==> src/rtl/mem_seq_if.sv <==
// Bus bundle between a requester/memory pair and the mem_seq sequencer.
//   req_*      : request channel (valid/ready), write or read
//   rsp_*      : in-order read response channel (valid/ready)
//   clear/busy : zero-fill request and fill-in-progress flag
//   mem_*      : port to the 16x8 synchronous-read memory
// master : requester + memory side (drives requests, rsp_ready, clear, mem_dat_r)
// slave  : the sequencer
interface mem_seq_if #(
    parameter int unsigned ADDR_W = 4,
    parameter int unsigned DATA_W = 8
);
    logic              req_valid;
    logic              req_ready;
    logic              req_we;
    logic [ADDR_W-1:0] req_adr;
    logic [DATA_W-1:0] req_dat;
    logic              rsp_valid;
    logic              rsp_ready;
    logic [DATA_W-1:0] rsp_dat;
    logic              clear;
    logic              busy;
    logic [ADDR_W-1:0] mem_adr;
    logic [DATA_W-1:0] mem_dat_w;
    logic              mem_we;
    logic [DATA_W-1:0] mem_dat_r;

    modport master (
        output req_valid, req_we, req_adr, req_dat, rsp_ready, clear, mem_dat_r,
        input  req_ready, rsp_valid, rsp_dat, busy, mem_adr, mem_dat_w, mem_we
    );

    modport slave (
        input  req_valid, req_we, req_adr, req_dat, rsp_ready, clear, mem_dat_r,
        output req_ready, rsp_valid, rsp_dat, busy, mem_adr, mem_dat_w, mem_we
    );
endinterface

==> src/rtl/mem_seq.sv <==
// mem_seq: request sequencer in front of a synchronous-read memory.
// Accepts read/write requests, drives the memory port in the accept cycle,
// absorbs the one-cycle read latency and returns read data in order through
// a two-entry response buffer.
// Ports:
//   i_clk   : clock, rising edge
//   i_rst_n : asynchronous active-low reset
//   bus     : mem_seq_if.slave (request, response, clear/busy, memory port)
// Build option: define MEM_SEQ_CLEAR_EN to include the zero-fill engine
// (CLEAR state, address counter, busy). Without it, clear is ignored and
// busy is tied low.
module mem_seq #(
    parameter int unsigned ADDR_W = 4,
    parameter int unsigned DATA_W = 8
) (
    input  logic     i_clk,
    input  logic     i_rst_n,
    mem_seq_if.slave bus
);
    localparam int unsigned OCC_W = 2;
    localparam logic [ADDR_W-1:0] LAST_ADR = {ADDR_W{1'b1}};

    logic [DATA_W-1:0] r_fifo [2];
    logic              r_rd_ptr;
    logic              r_wr_ptr;
    logic [OCC_W-1:0]  r_cnt;
    logic              r_inflight;

    logic [OCC_W-1:0]  w_occ;
    logic              w_pop;
    logic              w_push;
    logic              w_room;
    logic              w_accept;
    logic              w_clearing;
    logic [ADDR_W-1:0] w_clr_adr;

    // Occupancy counts the read in flight so the buffer can never overflow.
    assign w_occ  = r_cnt + OCC_W'(r_inflight);
    assign w_pop  = (r_cnt != '0) && bus.rsp_ready;
    assign w_push = r_inflight;
    assign w_room = (w_occ < OCC_W'(2)) || w_pop;

`ifdef MEM_SEQ_CLEAR_EN
    typedef enum logic {
        ST_RUN   = 1'b0,
        ST_CLEAR = 1'b1
    } state_t;

    state_t            r_state;
    logic [ADDR_W-1:0] r_clr_adr;
    logic              r_busy;

    assign w_clearing    = (r_state == ST_CLEAR);
    assign w_clr_adr     = r_clr_adr;
    assign bus.req_ready = i_rst_n && !w_clearing && !bus.clear && w_room;
    assign bus.busy      = r_busy;

    // Fill starts only once the response path has drained; a started fill
    // always runs to the last address.
    always_ff @(posedge i_clk or negedge i_rst_n) begin
        if (!i_rst_n) begin
            r_state   <= ST_RUN;
            r_clr_adr <= '0;
            r_busy    <= 1'b0;
        end else if (r_state == ST_RUN) begin
            if (bus.clear && (w_occ == '0)) begin
                r_state   <= ST_CLEAR;
                r_clr_adr <= '0;
                r_busy    <= 1'b1;
            end
        end else begin
            if (r_clr_adr == LAST_ADR) begin
                r_state   <= ST_RUN;
                r_clr_adr <= '0;
                r_busy    <= 1'b0;
            end else begin
                r_clr_adr <= r_clr_adr + ADDR_W'(1);
            end
        end
    end
`else
    logic w_unused_clear;

    assign w_unused_clear = bus.clear;
    assign w_clearing     = 1'b0;
    assign w_clr_adr      = '0;
    assign bus.req_ready  = i_rst_n && w_room;
    assign bus.busy       = 1'b0;
`endif

    assign w_accept = bus.req_valid && bus.req_ready;

    // Memory port: the fill engine owns it while clearing, otherwise the
    // request passes straight through and is written only when accepted.
    assign bus.mem_adr   = w_clearing ? w_clr_adr : bus.req_adr;
    assign bus.mem_dat_w = w_clearing ? '0 : bus.req_dat;
    assign bus.mem_we    = w_clearing || (w_accept && bus.req_we);

    // Read tracking and two-entry in-order response buffer.
    always_ff @(posedge i_clk or negedge i_rst_n) begin
        if (!i_rst_n) begin
            r_fifo[0]  <= '0;
            r_fifo[1]  <= '0;
            r_rd_ptr   <= 1'b0;
            r_wr_ptr   <= 1'b0;
            r_cnt      <= '0;
            r_inflight <= 1'b0;
        end else begin
            r_inflight <= w_accept && !bus.req_we;
            if (w_push) begin
                r_fifo[r_wr_ptr] <= bus.mem_dat_r;
                r_wr_ptr         <= ~r_wr_ptr;
            end
            if (w_pop) begin
                r_rd_ptr <= ~r_rd_ptr;
            end
            if (w_push && !w_pop) begin
                r_cnt <= r_cnt + OCC_W'(1);
            end else if (!w_push && w_pop) begin
                r_cnt <= r_cnt - OCC_W'(1);
            end
        end
    end

    assign bus.rsp_valid = (r_cnt != '0);
    assign bus.rsp_dat   = r_fifo[r_rd_ptr];

endmodule

==> src/flat_wrapper.sv <==
// flat-port wrapper written by rule: the top's interface ports become plain ports
module mem_seq_flat 
#(
    parameter int unsigned ADDR_W = 4,
    parameter int unsigned DATA_W = 8
)
  (i_clk, i_rst_n, bus_req_valid, bus_req_we, bus_req_adr, bus_req_dat, bus_rsp_ready, bus_clear, bus_mem_dat_r, bus_req_ready, bus_rsp_valid, bus_rsp_dat, bus_busy, bus_mem_adr, bus_mem_dat_w, bus_mem_we);
  mem_seq_if #(.ADDR_W(ADDR_W), .DATA_W(DATA_W)) bus_i ();
  input  logic i_clk;
  input  logic i_rst_n;
  input wire logic [$bits(bus_i.req_valid)-1:0] bus_req_valid;
  input wire logic [$bits(bus_i.req_we)-1:0] bus_req_we;
  input wire logic [$bits(bus_i.req_adr)-1:0] bus_req_adr;
  input wire logic [$bits(bus_i.req_dat)-1:0] bus_req_dat;
  input wire logic [$bits(bus_i.rsp_ready)-1:0] bus_rsp_ready;
  input wire logic [$bits(bus_i.clear)-1:0] bus_clear;
  input wire logic [$bits(bus_i.mem_dat_r)-1:0] bus_mem_dat_r;
  output wire logic [$bits(bus_i.req_ready)-1:0] bus_req_ready;
  output wire logic [$bits(bus_i.rsp_valid)-1:0] bus_rsp_valid;
  output wire logic [$bits(bus_i.rsp_dat)-1:0] bus_rsp_dat;
  output wire logic [$bits(bus_i.busy)-1:0] bus_busy;
  output wire logic [$bits(bus_i.mem_adr)-1:0] bus_mem_adr;
  output wire logic [$bits(bus_i.mem_dat_w)-1:0] bus_mem_dat_w;
  output wire logic [$bits(bus_i.mem_we)-1:0] bus_mem_we;
  assign bus_i.req_valid = bus_req_valid;
  assign bus_i.req_we = bus_req_we;
  assign bus_i.req_adr = bus_req_adr;
  assign bus_i.req_dat = bus_req_dat;
  assign bus_i.rsp_ready = bus_rsp_ready;
  assign bus_i.clear = bus_clear;
  assign bus_i.mem_dat_r = bus_mem_dat_r;
  assign bus_req_ready = bus_i.req_ready;
  assign bus_rsp_valid = bus_i.rsp_valid;
  assign bus_rsp_dat = bus_i.rsp_dat;
  assign bus_busy = bus_i.busy;
  assign bus_mem_adr = bus_i.mem_adr;
  assign bus_mem_dat_w = bus_i.mem_dat_w;
  assign bus_mem_we = bus_i.mem_we;
  mem_seq #(.ADDR_W(ADDR_W), .DATA_W(DATA_W)) u_core (.i_clk(i_clk), .i_rst_n(i_rst_n), .bus(bus_i));
endmodule
==> config.mk <==
export PLATFORM = sky130hd
export DESIGN_NAME = mem_seq_flat
export DESIGN_NICKNAME = d
export VERILOG_FILES = /design/src/rtl/mem_seq_if.sv /design/src/rtl/mem_seq.sv /design/src/flat_wrapper.sv
export SDC_FILE = /design/constraint.sdc
export NUM_CORES = 1
export LEC_CHECK = 0
export BUFFER_PORTS_ARGS = -buffer_cell sky130_fd_sc_hd__clkbuf_2
export CORE_MARGIN = 2
export CORE_UTILIZATION = 45
export CTS_CLUSTER_DIAMETER = 30
export DETAILED_ROUTE_END_ITERATION = 10
export GPL_TIMING_DRIVEN = 1
export PLACE_DENSITY_LB_ADDON = 0.2
export SYNTH_ARGS = -nofsm -noshare
export SYNTH_HDL_FRONTEND = slang
export SYNTH_SLANG_ARGS = --single-unit
==> constraint.sdc <==
create_clock -name i_clk -period 2.12 [get_ports i_clk]
set_clock_uncertainty 0.1 [all_clocks]
set_input_delay 0.424 -clock i_clk [delete_from_list [all_inputs] [get_ports i_clk]]
set_output_delay 0.424 -clock i_clk [all_outputs]
set_load 0.005 [all_outputs]
==> metrics <==
GRT met3 Usage=2.54%; Layout area overhead=5.64%; Sink Count=21; count leader, synth=dfrtp_1; IR drop worst, VDD=approximately 0.00070 V; post-route antenna net violation count=0; largest fanout on the critical path=9; Pins Over Slew Limit=0; Site Rows=17; initial antenna violation count=0; Synth warnings=0; final worst-path cycle share=between 90% and 100%; PwrDens=1360 nW/um2; Final setup viols=0; Total GRT Usage=13.3%; DP HPWL=roughly 1.2 mm; WP data arrival=between 1 and 1.5 ns; post-synth top area share=around 48%; critical path launch point type=register; nets=120; first-pass GRT wire length=about 2.5 mm; Clock transition at path regs=about 0.11 ns; Iteration-0 DRC Markers=7; layout cell share with drive strength beyond 1=around three fifths; CTS Buffer Depth=2; die area=between 2000 and 3000 um2; Syn Nets=106; setup bufs post-CTS=0; most instantiated cells after synthesis=dfrtp_1 (21), mux2_2 (16), buf_4 (13); min-delay worst type=in2async; Max-Cap Viols=0; GR peak layer=met2; number of port buffers=23; placed cells=approximately 120; DRC=0; P_leak=between 0.5 and 0.6 nW; crit end category=primary output; sequential share of the synthesized area=between 40% and 50%; root buffer selected by CTS=clkbuf_4; largest net degree at the start of global routing=22; H-tree depth=1; number of distinct library cells after synthesis=21; routability cong.=~0.69; post_cts resized=0; final hold vios=0; TritonCTS clock tree=built; Final Util=around 50%; Yosys reg bits=21; Area contributors post-synth=dfrtp_1 (48%), mux2_2 (17%), mux2_4 (11%), buf_4 (9.0%), xor2_1 (2.4%); synthesized area=1090 um2; Post-CTS Hold Buffers=0; Die Ht=about 53 um; Fin Setup TNS=0 ns; WL final=~1.7 mm; ys flop type=dfrtp_1; grt met1 use=approximately 17%; # fillers=between 200 and 250; num ports=50; core area=2250 um2; post-synth top area cell=dfrtp_1; Post-synth EDFFs=0; Remaining Overflow, GRT=0; synthesized area per cell=between 10 and 15 um2; worst path required time=between 1.5 and 2 ns; Horiz. Die Dim=53.2 um; worst skew pair latency=approximately 0.29 ns; status=complete, no violations; Max Freq=slightly above 0.5 GHz; Initial Util=between 40% and 50%; CTS Buf Count=3; fraction of registers with async set or reset after synthesis=100%; Final Critical Period=between 1.5 and 2 ns; cells after synthesis=79; Finished Layout Cells=120; DR pass1 iterations=4; DR vias/cell=5.09; CP Class=reg2out; DR WL/cell=between 10 and 15 um; Vias=between 600 and 700; RSZ-0062 raised after global routing=false; number of global-route vias before repair=about 570; diodes inserted=0; met2 Use GR=19.2%
-- layout make-up --
class | count | area (um2) | share of cell area, %
Clock buffer | 4 | 26.3 | 2.29
Timing Repair Buffer | 24 | 123 | 10.7
Sequential cell | 21 | 526 | 45.8
Tap cell | 28 | 35.0 | 3.05
Multi-Input combinational cell | 43 | 439 | 38.2
-- cell families after synthesis --
group / Yosys count / share of synthesized area (%)
flops: 21 / 48.3
xor+xnor: 5 / 4.03
mux: 24 / 27.6
fa+ha+maj: 1 / 1.15
buf+inv: 15 / 11.3
compound gates: 2 / 1.38
simple gates: 10 / 5.87
other cells: 1 / 0.345
-- power by group --
group / total, mW / switching (mW) / internal, mW
Combinational: 0.626 / 0.198 / 0.429
Sequential: 0.745 / 0.150 / 0.595
Clock: 0.187 / 0.114 / 0.0732
Total: 1.56 / 0.461 / 1.10
-- critical path, cell delays in order, from the launching register on --
cell and delay, ns:
dfrtp_1 0.62, mux2_2 0.39, clkbuf_2 0.12
-- final timing paths --
| path | depth (start not counted) | to | start | slack (ns) |
|---|---|---|---|---|
| max | 2 | bus_rsp_dat[7] | u_core.r_rd_ptr | 0.17 |
| max in group asynchronous | 2 | u_core.r_cnt[0] | i_rst_n | 1.68 |
| max reg2reg | 5 | u_core.r_cnt[1] | u_core.r_cnt[0] | 0.52 |
| min in group i_clk | 2 | u_core.r_inflight | bus_req_we | 0.18 |
| min | 2 | u_core.r_inflight | i_rst_n | 0.03 |
| min reg2reg | 1 | u_core.r_cnt[1] | u_core.r_cnt[1] | 0.41 |
-- layout by cell type, fill, tap and decap left out --
cell	Yosys	layout
a21bo_2	1	1
clkbuf_2	0	23
xor2_1	3	3
buf_4	13	1
mux2_2	16	16
clkbuf_1	0	1
nor2b_1	1	1
nor2_1	1	1
nor3b_1	1	1
mux2_4	8	8
xnor2_1	2	2
conb_1	1	1
nand3b_1	1	1
nand2_2	1	1
nor2b_4	1	1
a21oi_1	1	1
nor3_1	1	1
nand2_1	2	2
or2_2	1	1
dfrtp_1	21	21
ha_1	1	1
clkbuf_4	0	3
-- sequential cells by signal (all words and copies together) (netlist names) --
| register | cells |
|---|---|
| u_core.r_fifo | 16 |
| u_core.r_rd_ptr | 1 |
| u_core.r_inflight | 1 |
| u_core.r_wr_ptr | 1 |
| u_core.r_cnt | 2 |
-- metal layers --
layer | wire, um | vias up
met3 | 107 | 8
met2 | 735 | 26
li1 | - | 281
met1 | 796 | 296
met4 | 48 | 0
met5 | 0 | -
-- per-stage QoR --
step | hold WS [ns] | total power [mW] | cell area, um2 | worst slack, ns
6_report | 0.0338 | 1.56 | 1150 | 0.174
5_1_grt | 0.0374 | 1.68 | 1150 | 0.0674
4_1_cts | 0.0293 | 1.59 | 1150 | 0.143
3_3_place_gp | 0.368 | 1.37 | 1120 | 0.500
2_1_floorplan | 0.0284 | 1.20 | 1090 | 0.611
3_5_place_dp | 0.368 | 1.39 | 1120 | 0.500
Power figures use the tool's default switching activity.
